File: config.mk
export PLATFORM = sky130hd
export DESIGN_NAME = prim_present_iter
export DESIGN_NICKNAME = d
export VERILOG_FILES = /design/src/rtl/prim_cipher_pkg.sv /design/src/rtl/prim_present_round.sv /design/src/rtl/prim_present_iter.sv
export SDC_FILE = /design/constraint.sdc
export NUM_CORES = 1
export LEC_CHECK = 0
export CORE_MARGIN = 1.5
export CORE_UTILIZATION = 52
export CTS_BUF_LIST = sky130_fd_sc_hd__clkbuf_16
export DETAILED_ROUTE_END_ITERATION = 10
export PLACE_DENSITY = 0.83
export SYNTH_ARGS = -nofsm -noshare
export SYNTH_HDL_FRONTEND = slang
export SYNTH_SLANG_ARGS = --single-unit
export TNS_END_PERCENT = 10
File: constraint.sdc
create_clock -name clk_i -period 3.1 [get_ports clk_i]
set_clock_uncertainty 0.05 [all_clocks]
set_input_delay 0.31 -clock clk_i [delete_from_list [all_inputs] [get_ports clk_i]]
set_output_delay 0.31 -clock clk_i [all_outputs]
set_load 0.02 [all_outputs]
File: src/rtl/prim_cipher_pkg.sv
`default_nettype none
// ============================================================================
// Module   : prim_cipher_pkg
// Purpose  : Shared PRESENT cipher primitives: 4-bit S-box tables, bit
//            permutation tables, S-box/permutation layer helpers, the 80- and
//            128-bit key schedule steps (forward and inverse), and the state
//            encoding of the iterative PRESENT engine.
// Ports    : none (package)
// Revision : 1.0 - initial release
// ============================================================================
package prim_cipher_pkg;

  // Nibble k of the literal holds S(k).
  localparam logic [15:0][3:0] PRESENT_SBOX4     = 64'h2174_8fe3_da09_b65c;
  localparam logic [15:0][3:0] PRESENT_SBOX4_INV = 64'ha970_364b_d21c_8fe5;

  // Entry k is the destination bit position of source bit k.
  typedef logic [63:0][5:0] perm64_t;

  // PRESENT moves bit i to 16*i mod 63 (bit 63 stays put). The inverse table
  // is the same map read backwards, so both come from one generator.
  function automatic perm64_t present_gen_perm(input logic inv);
    perm64_t p;
    int      j;
    p = '0;
    for (int i = 0; i < 64; i++) begin
      j = (i == 63) ? 63 : ((i * 16) % 63);
      if (inv) p[j] = 6'(i);
      else     p[i] = 6'(j);
    end
    return p;
  endfunction

  localparam perm64_t PRESENT_PERM64     = present_gen_perm(1'b0);
  localparam perm64_t PRESENT_PERM64_INV = present_gen_perm(1'b1);

  typedef enum logic [1:0] {
    IDLE   = 2'd0,
    KEYEXP = 2'd1,
    ROUND  = 2'd2,
    DONE   = 2'd3
  } present_iter_state_e;

  function automatic logic [63:0] sbox4_64bit(input logic [63:0] state_in,
                                              input logic [15:0][3:0] sbox4);
    logic [63:0] state_out;
    for (int k = 0; k < 16; k++) begin
      state_out[k*4 +: 4] = sbox4[state_in[k*4 +: 4]];
    end
    return state_out;
  endfunction

  function automatic logic [63:0] perm_64bit(input logic [63:0] state_in,
                                             input perm64_t perm);
    logic [63:0] state_out;
    state_out = '0;
    for (int k = 0; k < 64; k++) begin
      state_out[perm[k]] = state_in[k];
    end
    return state_out;
  endfunction

  // Rotate left by 61, S-box the top nibble, fold the round counter in.
  function automatic logic [79:0] present_update_key80(input logic [79:0] key_in,
                                                       input logic [4:0] round_idx);
    logic [79:0] key_out;
    key_out          = {key_in[18:0], key_in[79:19]};
    key_out[79:76]   = PRESENT_SBOX4[key_out[79:76]];
    key_out[19:15]   = key_out[19:15] ^ round_idx;
    return key_out;
  endfunction

  function automatic logic [79:0] present_inv_update_key80(input logic [79:0] key_in,
                                                           input logic [4:0] round_idx);
    logic [79:0] key_tmp;
    key_tmp          = key_in;
    key_tmp[19:15]   = key_tmp[19:15] ^ round_idx;
    key_tmp[79:76]   = PRESENT_SBOX4_INV[key_tmp[79:76]];
    return {key_tmp[60:0], key_tmp[79:61]};
  endfunction

  function automatic logic [127:0] present_update_key128(input logic [127:0] key_in,
                                                         input logic [4:0] round_idx);
    logic [127:0] key_out;
    key_out          = {key_in[66:0], key_in[127:67]};
    key_out[127:124] = PRESENT_SBOX4[key_out[127:124]];
    key_out[123:120] = PRESENT_SBOX4[key_out[123:120]];
    key_out[66:62]   = key_out[66:62] ^ round_idx;
    return key_out;
  endfunction

  function automatic logic [127:0] present_inv_update_key128(input logic [127:0] key_in,
                                                             input logic [4:0] round_idx);
    logic [127:0] key_tmp;
    key_tmp          = key_in;
    key_tmp[66:62]   = key_tmp[66:62] ^ round_idx;
    key_tmp[127:124] = PRESENT_SBOX4_INV[key_tmp[127:124]];
    key_tmp[123:120] = PRESENT_SBOX4_INV[key_tmp[123:120]];
    return {key_tmp[60:0], key_tmp[127:61]};
  endfunction

endpackage
`default_nettype wire

File: src/rtl/prim_present_round.sv
`default_nettype none
// ============================================================================
// Module   : prim_present_round
// Purpose  : One combinational PRESENT round plus one key-schedule step.
//            Encrypt: perm(sbox(data ^ Ktop)). Decrypt: invsbox(invperm(data
//            ^ Ktop)). Key step direction is chosen independently so the
//            forward schedule can run ahead of a decryption.
// Ports    : data_i    - round input state
//            key_i     - current round key register
//            idx_i     - round counter folded into the key step
//            dec_i     - 1 selects the inverse data round
//            key_inv_i - 1 selects the inverse key step
//            data_o    - round output state
//            key_o     - next key register value
// Revision : 1.0 - initial release
// ============================================================================
module prim_present_round
  import prim_cipher_pkg::*;
#(
  parameter int DataWidth = 64,
  parameter int KeyWidth  = 128
) (
  input  logic [DataWidth-1:0] data_i,
  input  logic [KeyWidth-1:0]  key_i,
  input  logic [4:0]           idx_i,
  input  logic                 dec_i,
  input  logic                 key_inv_i,
  output logic [DataWidth-1:0] data_o,
  output logic [KeyWidth-1:0]  key_o
);

  logic [DataWidth-1:0] w_mixed;
  logic [DataWidth-1:0] w_enc;
  logic [DataWidth-1:0] w_dec;

  // In the first decrypt round the key register holds the last round key, so
  // this XOR is the undo of the final whitening; no separate step needed.
  assign w_mixed = data_i ^ key_i[KeyWidth-1 -: DataWidth];
  assign w_enc   = perm_64bit(sbox4_64bit(w_mixed, PRESENT_SBOX4), PRESENT_PERM64);
  assign w_dec   = sbox4_64bit(perm_64bit(w_mixed, PRESENT_PERM64_INV), PRESENT_SBOX4_INV);
  assign data_o  = dec_i ? w_dec : w_enc;

  if (KeyWidth == 80) begin : g_key80
    assign key_o = key_inv_i ? present_inv_update_key80(key_i, idx_i)
                             : present_update_key80(key_i, idx_i);
  end else begin : g_key128
    assign key_o = key_inv_i ? present_inv_update_key128(key_i, idx_i)
                             : present_update_key128(key_i, idx_i);
  end

endmodule
`default_nettype wire

File: src/rtl/prim_present_iter.sv
`default_nettype none
// ============================================================================
// Module   : prim_present_iter
// Purpose  : Iterative PRESENT engine, one round per cycle through a single
//            round instance. Decryption first runs the forward key schedule
//            to reach the last round key, then walks it back per round.
// Ports    : clk_i, rst_i (sync, active-high)
//            in_valid_i/in_ready_o  - request handshake (decrypt_i, data_i,
//                                     key_i sampled on handshake)
//            out_valid_o/out_ready_i- result handshake, data_o held stable
//            busy_o                 - engine not idle
// Revision : 1.0 - initial release
// ============================================================================
module prim_present_iter
  import prim_cipher_pkg::*;
#(
  parameter int DataWidth = 64,
  parameter int KeyWidth  = 128,
  parameter int NumRounds = 31
) (
  input  logic                 clk_i,
  input  logic                 rst_i,
  input  logic                 in_valid_i,
  output logic                 in_ready_o,
  input  logic                 decrypt_i,
  input  logic [DataWidth-1:0] data_i,
  input  logic [KeyWidth-1:0]  key_i,
  output logic                 out_valid_o,
  input  logic                 out_ready_i,
  output logic [DataWidth-1:0] data_o,
  output logic                 busy_o
);

  if (DataWidth != 64) begin : g_bad_data_width
    $error("prim_present_iter: DataWidth must be 64");
  end
  if (KeyWidth != 80 && KeyWidth != 128) begin : g_bad_key_width
    $error("prim_present_iter: KeyWidth must be 80 or 128");
  end
  if (NumRounds < 1 || NumRounds > 31) begin : g_bad_num_rounds
    $error("prim_present_iter: NumRounds must be in 1..31");
  end

  localparam logic [4:0] LastIdx = 5'(NumRounds);

  present_iter_state_e state_q, state_d;

  logic [DataWidth-1:0] data_q;
  logic [KeyWidth-1:0]  key_q;
  logic [4:0]           idx_q;
  logic                 dec_q;
  logic [DataWidth-1:0] out_q;

  logic [DataWidth-1:0] w_round_data;
  logic [KeyWidth-1:0]  w_round_key;
  logic                 w_key_inv;
  logic                 w_last_round;

  // Only decrypt rounds step the schedule backwards; KEYEXP always goes forward.
  assign w_key_inv    = (state_q == ROUND) && dec_q;
  assign w_last_round = dec_q ? (idx_q == 5'd1) : (idx_q == LastIdx);

  prim_present_round #(
    .DataWidth (DataWidth),
    .KeyWidth  (KeyWidth)
  ) u_round (
    .data_i    (data_q),
    .key_i     (key_q),
    .idx_i     (idx_q),
    .dec_i     (dec_q),
    .key_inv_i (w_key_inv),
    .data_o    (w_round_data),
    .key_o     (w_round_key)
  );

  // State register
  always_ff @(posedge clk_i) begin
    if (rst_i) state_q <= IDLE;
    else       state_q <= state_d;
  end

  // Next-state logic
  always_comb begin
    state_d = state_q;
    unique case (state_q)
      IDLE:    if (in_valid_i)              state_d = decrypt_i ? KEYEXP : ROUND;
      KEYEXP:  if (idx_q == LastIdx)        state_d = ROUND;
      ROUND:   if (w_last_round)            state_d = DONE;
      DONE:    if (out_ready_i)             state_d = IDLE;
      default:                              state_d = IDLE;
    endcase
  end

  // Outputs from registered state only (reset gates in_ready directly).
  always_comb begin
    in_ready_o  = (state_q == IDLE) && !rst_i;
    out_valid_o = (state_q == DONE);
    busy_o      = (state_q != IDLE);
  end

  assign data_o = out_q;

  // Datapath registers
  always_ff @(posedge clk_i) begin
    if (rst_i) begin
      data_q <= '0;
      key_q  <= '0;
      idx_q  <= '0;
      dec_q  <= 1'b0;
      out_q  <= '0;
    end else begin
      unique case (state_q)
        IDLE: begin
          if (in_valid_i) begin
            data_q <= data_i;
            key_q  <= key_i;
            dec_q  <= decrypt_i;
            idx_q  <= 5'd1;
          end
        end
        KEYEXP: begin
          key_q <= w_round_key;
          // Decrypt rounds start from the top index, so park it there.
          if (idx_q != LastIdx) idx_q <= idx_q + 5'd1;
        end
        ROUND: begin
          data_q <= w_round_data;
          key_q  <= w_round_key;
          if (w_last_round) begin
            // Encrypt: final whitening with K(N+1). Decrypt: key is back at K1.
            out_q <= w_round_data ^ w_round_key[KeyWidth-1 -: DataWidth];
          end else if (dec_q) begin
            idx_q <= idx_q - 5'd1;
          end else begin
            idx_q <= idx_q + 5'd1;
          end
        end
        default: ;
      endcase
    end
  end

endmodule
`default_nettype wire

After elaboration in Yosys (flattened, before gate mapping)

Memory sizes are Yosys's and may differ from the RTL's. A register that Yosys moved wholly into a read port is not among the register bits.
Index checks and enable logic that the tools add are counted.

Bits in registers: 264
Bits in read-only memories: 2,304
Input bits: 197
Output and inout port bits: 67
Word-level logic and storage cells: 173
Memories: 36

Add/sub/neg operators: 2
$lt $le $gt $ge: 36
Eq/ne operators: 12
Muxes and demuxes: 62
Bitwise operators: 4
Reduce and logical (&&, ||, !) cells: 15

Memories:

| name             | depth | width | rd ports | clocked after Yosys merged registers in | write ports | line                  | source |
|---|---|---|---|---|---|---|---|
| (name not given) | 16    | 4     | 1        | 0                                       | 0           | prim_cipher_pkg.sv:48 | `state_out[k*4 +: 4] = sbox4[state_in[k*4 +: 4]];` |
| (name not given) | 16    | 4     | 1        | 0                                       | 0           | prim_cipher_pkg.sv:48 |  |
| (name not given) | 16    | 4     | 1        | 0                                       | 0           | prim_cipher_pkg.sv:48 |  |
| (name not given) | 16    | 4     | 1        | 0                                       | 0           | prim_cipher_pkg.sv:48 |  |
| (name not given) | 16    | 4     | 1        | 0                                       | 0           | prim_cipher_pkg.sv:48 |  |
| (name not given) | 16    | 4     | 1        | 0                                       | 0           | prim_cipher_pkg.sv:48 |  |
| +30 memories     | n/a   | n/a   | n/a      | n/a                                     | n/a         | n/a                   |  |

Operator list:

| cell                                                 | number |
|---|---|
| two-way mux 128 bit                                  | 2 |
| case mux 128 bit (2 select lines)                    | 1 |
| < comparator 4 x 5 -> 1 bit (second input constant)  | 36 |
| two-way mux 4 bit                                    | 44 |
| two-way mux 64 bit                                   | 2 |
| case mux 64 bit (2 select lines)                     | 1 |
| XOR 64 bit                                           | 2 |
| two-way mux 5 bit                                    | 4 |
| case mux 5 bit (3 select lines)                      | 1 |
| two-way mux 2 bit                                    | 5 |
| inequality test 2 bit (second input constant)        | 5 |
| XOR 5 bit                                            | 2 |
| case mux 2 bit (4 select lines)                      | 1 |
| AND reduction 2 bit                                  | 4 |
| AND reduction 4 bit                                  | 2 |
| nonzero test 2 bit                                   | 3 |
| adder 5 x 1 -> 5 bit (second input constant)         | 1 |
| equality test 5 x 1 -> 1 bit (second input constant) | 1 |
| equality test 5 bit (second input constant)          | 1 |
| inequality test 5 bit (second input constant)        | 1 |
| subtractor 5 x 1 -> 5 bit (second input constant)    | 1 |
| equality test 2 bit (second input constant)          | 2 |
| nonzero test 3 bit                                   | 1 |
| equality test 2 x 1 -> 1 bit (second input constant) | 1 |
| 6 further kinds                                      | 7 |

Depth between registers and ports, before layout

Depth in word-level cells: 6
Depth in mapped cells: 15
Depth with buffers taken out: 12

Hierarchy

A second synthesis with hierarchy kept.

Cell total of the unflattened synthesis: 2,290
Area, all modules: 20,631.0 um^2

Modules (own cells, without submodules):

| module             | times used | cells each | area an instance (um^2) | seq. area each (um^2) |
|---|---|---|---|---|
| prim_present_iter  | 1          | 1,214      | 11,619.9                | 5,285.1 |
| prim_present_round | 1          | 1,076      | 9,011.1                 | 0.0 |

Worst setup path before layout

OpenSTA, ideal clock, no wires.

Path kind: flip-flop to flip-flop
Start: reg state_q[0]
End: reg (tool-made name)
Library setup time: 0.121 ns
Arrival: 2.890 ns
Required time: 2.929 ns
Path slack: 0.039 ns
Stages on the path, launching flop included: 14
Buffers on the path: 4
Period minus slack after synthesis: 3.061 ns
Path through: dfxtp_1 inv_1 ha_1 mux2i_4 buf_4 buf_4 clkbuf_1 a21oi_1 nor2_1 inv_1 ha_1 clkbuf_1 mux2_2 mux2_2

RTL lines:

| element                | line                    | source |
|---|---|---|
| from (decl)            | prim_present_iter.sv:46 | `present_iter_state_e state_q, state_d;` |
| from (signal assigned) | prim_present_iter.sv:79 | `else state_q <= state_d;` |

Worst setup path in the final report

Start: reg key_q[73]
End: reg out_q[36], in the netlist data_o[36]

Cells in the longest elaborated chain, start to end: 5

Ends and longest elaborated chain:

| element                                 | line                     | source |
|---|---|---|
| from (decl)                             | prim_present_iter.sv:49  | `logic [KeyWidth-1:0] key_q;` |
| from (signal assigned)                  | prim_present_iter.sv:116 | `key_q <= key_i;` |
| from (signal assigned)                  | prim_present_iter.sv:122 | `key_q <= w_round_key;` |
| from (signal assigned)                  | prim_present_iter.sv:128 | `key_q <= w_round_key;` |
| XOR 64 bit                              | prim_present_round.sv:38 | `assign w_mixed = data_i ^ key_i[KeyWidth-1 -: DataWidth];` |
| memory (16 x 4 bit)                     | n/a                      |  |
| two-way mux 4 bit (not written as such) | prim_cipher_pkg.sv:48    |  |
| two-way mux 64 bit                      | prim_present_round.sv:41 | `assign data_o = dec_i ? w_dec : w_enc;` |
| XOR 64 bit                              | prim_present_iter.sv:131 | `out_q <= w_round_data ^ w_round_key[KeyWidth-1 -: DataWidth];` |
| to (signal assigned)                    | prim_present_iter.sv:131 |  |
| to (decl)                               | prim_present_iter.sv:52  | `logic [DataWidth-1:0] out_q;` |

Every way passes these cells. The select of a mux whose other input is x is not followed.
A chain may end at the register's enable or synchronous reset.

==> results.txt <==
Top-count cell post-synth = nor2_1
Routed WL = 83,800 um
Cell Rows = 74
Worst EP arrival = 3460 ps
Synthesized cell area = 21,500 um^2
H-tree levels = 2
Register area share after synthesis = 26.0%
Top post-synthesis cells by count = nor2_1, dfxtp_1, mux2i_1
Via density per instance = 6.26
Core Footprint = 40,800 um^2
Crit-path cells = xor2_1 -> inv_1 -> ha_1 -> inv_1 -> and3_1 -> o32ai_1 -> buf_4 -> nor3_1 -> buf_4 -> xor2_1 -> a22o_1
Worst setup margin = 6.39 ps
Nets = 3,126
WP data required = 3470 ps
Peak supply drop = 0.921 mV
CP max stage cell = nor3_1
Post-Syn Nets = 2,854
Share of the synthesized area in the top cell type = 26.0%
Vias in the first global route = 19,900
Hold Path Class = in -> reg
Final Instance Count excl. Fillers = 3,289
TritonCTS clock tree = yes
Starting Density = 52.7%
CP max FO = 6
CP peak stage delay = 670 ps
Setup WS pre-CTS = 111 ps
RePlAce Congestion = 1.03
Largest net degree at the start of global routing = 209
Pre-Repair DR Iteration Count = 6
P&R area growth vs syn = 22.3%
Total track usage = 38.6%
Clock buffer count from CTS = 34
Yosys warns = 0
Worst slew margin = 5.03%
Max-slew violation count = 0
Post-CTS Hold Fix Bufs = 0
MaxCap Viol Count = 0
Avg Inst Size Synth = 8.73 um^2
Starting DRT DRC Count = 2,261
Worst-path clk slew = 60 ps
FMAX = 323 MHz
Post-layout min period = 3090 ps
Io pins = 264
Synth cell types = 82
Global route overflow = 0
Die footprint = 42,600 um^2
Die W = 207 um
# DRC = 0
Least-Margin Pin Slew = 1420 ps
Yosys reg bits = 280
Clk root buf = clkbuf_16
Setup_tns = 0 ps
Ys async rst share = 0%
Status = finished clean
Clock Sink Count = 280
Critical path class = reg -> reg
Syn Inst Count = 2,466
Final HPWL DP = 64,400 um
WL per Instance = 25.5 um
RSZ-0062 raised after global routing = yes
Endpoint class of the critical path = register
Setup violators final = 0
Fin crit share = 99.8%
Routed Antenna Nets = 0
Die height = 207 um
Share of cells above drive strength 1 = 12.2%
Placed Cells = 3,234
Vias = 20,600
Leak Pwr = 11.6 nW
Clk_lat worst skew = 540 ps
Hold Fails Final Rpt = 0
Dominant synthesized flop cell = dfxtp_1
Port Buf Inserts = 263
Top post-synthesis cells by area = dfxtp_1, mux2i_1, ha_1
Power per cell area = 1360 nW/um^2
Clock Tree Buf Depth = 3
Worst setup SP type = register
Initial antenna violation count = 1
Leading area contributor after synthesis = dfxtp_1
Number of synthesized flops with an enable pin = 0
First-pass GRT wire length = 122,000 um
==> timing repair <==
action                     4_1_cts  5_1_grt
resized for setup                0        2
buffers inserted                 0        0
setup endpoints to repair        0        4
==> cells in the final DEF (no fill, tap or decap), types with 46 or more instances in the layout <==
cell and count:
mux2i_1 245, a21oi_1 201, a211oi_1 171, dfxtp_1 279, xnor2_1 106, buf_4 135, clkdlybuf4s50_1 262, nand2_1 119
nor2_1 371, ha_1 189, inv_1 120, xor2_1 46
==> routing by layer <==
layer  track usage (%)  vias to the layer above  wire length, um  part of all wire, %
li1                  -                     9251                -                    -
met1              46.9                     9843            31500                   38
met2              60.7                     1198            37300                   44
met3              5.31                      296             6930                  8.3
met4              32.5                        0             8090                  9.7
met5                 0                        -                0                    0
==> registers in the layout (all words and copies together), names as in the netlist, named ones only <==
| name | flops |
|---|---|
| dec_q | 1 |
| state_q | 2 |
| idx_q | 5 |
| data_q | 64 |
| key_q | 128 |
| data_o | 64 |
==> kinds of logic (layout without fill, tap and decap cells) <==
logic type	count (synthesis)	after routing	share of synthesized area (%)
simple gates	608	608	11.7
compound gates	576	576	18.2
mux	325	325	18.2
buf+inv	304	594	5.96
flops	280	280	26.0
fa+ha+maj	191	191	11.1
xor+xnor	182	182	8.81
other cells	0	1	0
==> final timing paths <==
path / from / to / slack [ps] / depth (start not counted)
setup reg to reg: key_q[73]$_SDFFE_PP0N_ / data_o[36]$_SDFFE_PP0P_ / 6 / 11
hold / removal: rst_i / key_q[67]$_SDFFE_PP0N_ / 150 / 2
setup / recovery: key_q[73]$_SDFFE_PP0N_ / data_o[36]$_SDFFE_PP0P_ / 6 / 11
hold reg to reg: data_o[56]$_SDFFE_PP0P_ / data_o[56]$_SDFFE_PP0P_ / 410 / 2
==> per-stage QoR <==
step                      power, mW  instance area (um^2)  hold slack, ps  utilization, %
after floorplan                22.1                 21500             394               -
after global placement         30.4                 25400             393            62.1
after detailed placement       31.2                 25400             410            62.1
after CTS                      35.0                 26300             136            64.5
after global routing           37.5                 26300             162            64.5
final                          35.8                 26400             146            64.5
==> worst max-delay path, delay by kind of cell, from the launching register on <==
kind,cells,cell delay [ps]
and+or+nand+nor,2,830
adders and majority gates,1,250
xor gates and xnor gates,2,380
AOI/OAI and AO/OA,2,290
buffers and inverters,4,740
DFF,1,450
==> area by class of cell <==
cell class | instances | area [um^2]
fillers | 3337 | 14500
flip-flops and latches | 280 | 5610
well taps | 532 | 666
clock buffers | 35 | 876
diodes | 1 | 2.50
multi-input cells | 1882 | 14700
repair buffers | 410 | 3890
clock inverters | 19 | 105
inverters | 130 | 490
==> report_power, final <==
group	switching [mW]	internal [mW]	total, mW
Sequential	1.25	4.58	5.83
Clock	1.61	2.10	3.71
Combinational	15.6	10.6	26.2
Note: power is estimated with default switching activity, not from simulation.
==> variant (config.mk and constraints unchanged) <==
Add an input register stage for `key_i`; this delays it by one clock. The other inputs are not delayed to match.
--- a/src/rtl/prim_present_iter.sv
+++ b/src/rtl/prim_present_iter.sv
@@ -31,4 +31,10 @@
   output logic                 busy_o
 );
+
+  logic [KeyWidth-1:0] key_r;
+
+  always_ff @(posedge clk_i) begin
+    key_r <= key_i;
+  end
 
   if (DataWidth != 64) begin : g_bad_data_width
@@ -114,5 +120,5 @@
           if (in_valid_i) begin
             data_q <= data_i;
-            key_q  <= key_i;
+            key_q  <= key_r;
             dec_q  <= decrypt_i;
             idx_q  <= 5'd1;
Behaviour: same outputs for any inputs over 4 cycles, from zero or initial values and one cycle with rst_i high; that may be too few to reach the edited logic, so the function may still have changed.
==> variant against the original RTL <==
- the flow now finishes with violations (capacitance limit, slew limit)
- combinational power down 8.0%
- clock power rose by 46%
- worst setup slack better by 44 ps
- sequential share of layout area up 6.8 points
- final area is 10% higher
- routed wire length grew 7.2%
- synthesized area up 9.4%
- sequential cell count grew 128
- total power increased by 4.4%
==> variant: results (changes against the original RTL) <==
- DR WL/cell: 25.4 um (-0.39%)
- Max Slew Vio Count: 20 (+20)
- Failing checks: capacitance limit, slew limit
- Vias per cell: 6.11 (-2.3%)
- Largest cells by area after synthesis: dfxtp_1, ha_1, mux2i_1
- Hold path depth: 1 (-1)
- Fillers: 3584 (+7.4%)
- Area of the multi-input gates: 14400 um^2 (-2.3%)
- First-pass GRT wire length: 130000 um (+6.3%)
- Die Area: 46600 um^2 (+9.2%)
- Max Cap Viol: 1 (+1)
- HP Start: key_i[46]
- Slowest-stage cell, CP: xnor2_1
- Non-clk bufs: 421 (+2.7%)
- Worst vdd ir: 0.000739 V (-20%)
- Sequential-to-total area share from yosys stat: 34.7% (+8.6 points)
- Total GRT Usage: 37.2% (-1.4 points)
- Cts hold-fix bufs: 1 (+1)
- ANT cells: 0 (-1)
- Multi-input combinational gate total: 1918 (+1.9%)
- Post-synthesis cell type count: 75 (-8.5%)
- DRT iter0 DRCs: 2724 (+20%)
- Nets: 3300 (+5.6%)
- Inverters: 119 (-8.5%)
- Synth Net Count: 2993 (+4.9%)
- Worst path max stage delay: 420 ps (-250 ps)
- Design area: 29100 um^2 (+10%)
- Cells after Synth: 2605 (+5.6%)
- FF-to-FF Start: key_q[68]
- Detail Placement HPWL: 68000 um (+5.6%)
- Status: complete, but fails checks
- Placed cell areas: 27600 um^2 (+8.7%)
- Crit path to: data_o[18]
## variant: power by group through the flow
stage / Clock (mW) / Sequential (mW) / Combinational, mW
finish: 5.43 / 7.77 / 24.1
CTS: 5.46 / 7.67 / 23.3
global route: 5.67 / 7.80 / 25.6
global placement: 0 / 7.75 / 22.6
detailed placement: 0 / 7.77 / 23.2
floorplan: 0 / 7.14 / 15.0
## variant: cells by family after synthesis
group | count (synthesis) | share of synthesized area, %
compound gates | 634 | 17.2
fa+ha+maj | 191 | 10.1
buf+inv | 280 | 4.74
flops | 408 | 34.7
xor+xnor | 186 | 7.74
simple gates | 607 | 10.4
mux | 299 | 15.0
## variant: worst max-delay path, delay by kind of cell, from the launching register on
kind,cells,cell delay [ps]
compound gates,2,290
xor+xnor,2,660
fa+ha+maj,1,370
buf+inv,3,500
flops,1,390
mux,2,640
## variant: per-layer routing
layer	routed length, um	up-vias
met4	4300	2
met1	36700	10435
li1	-	9709
met2	38500	1292
met3	10300	200
met5	14	-
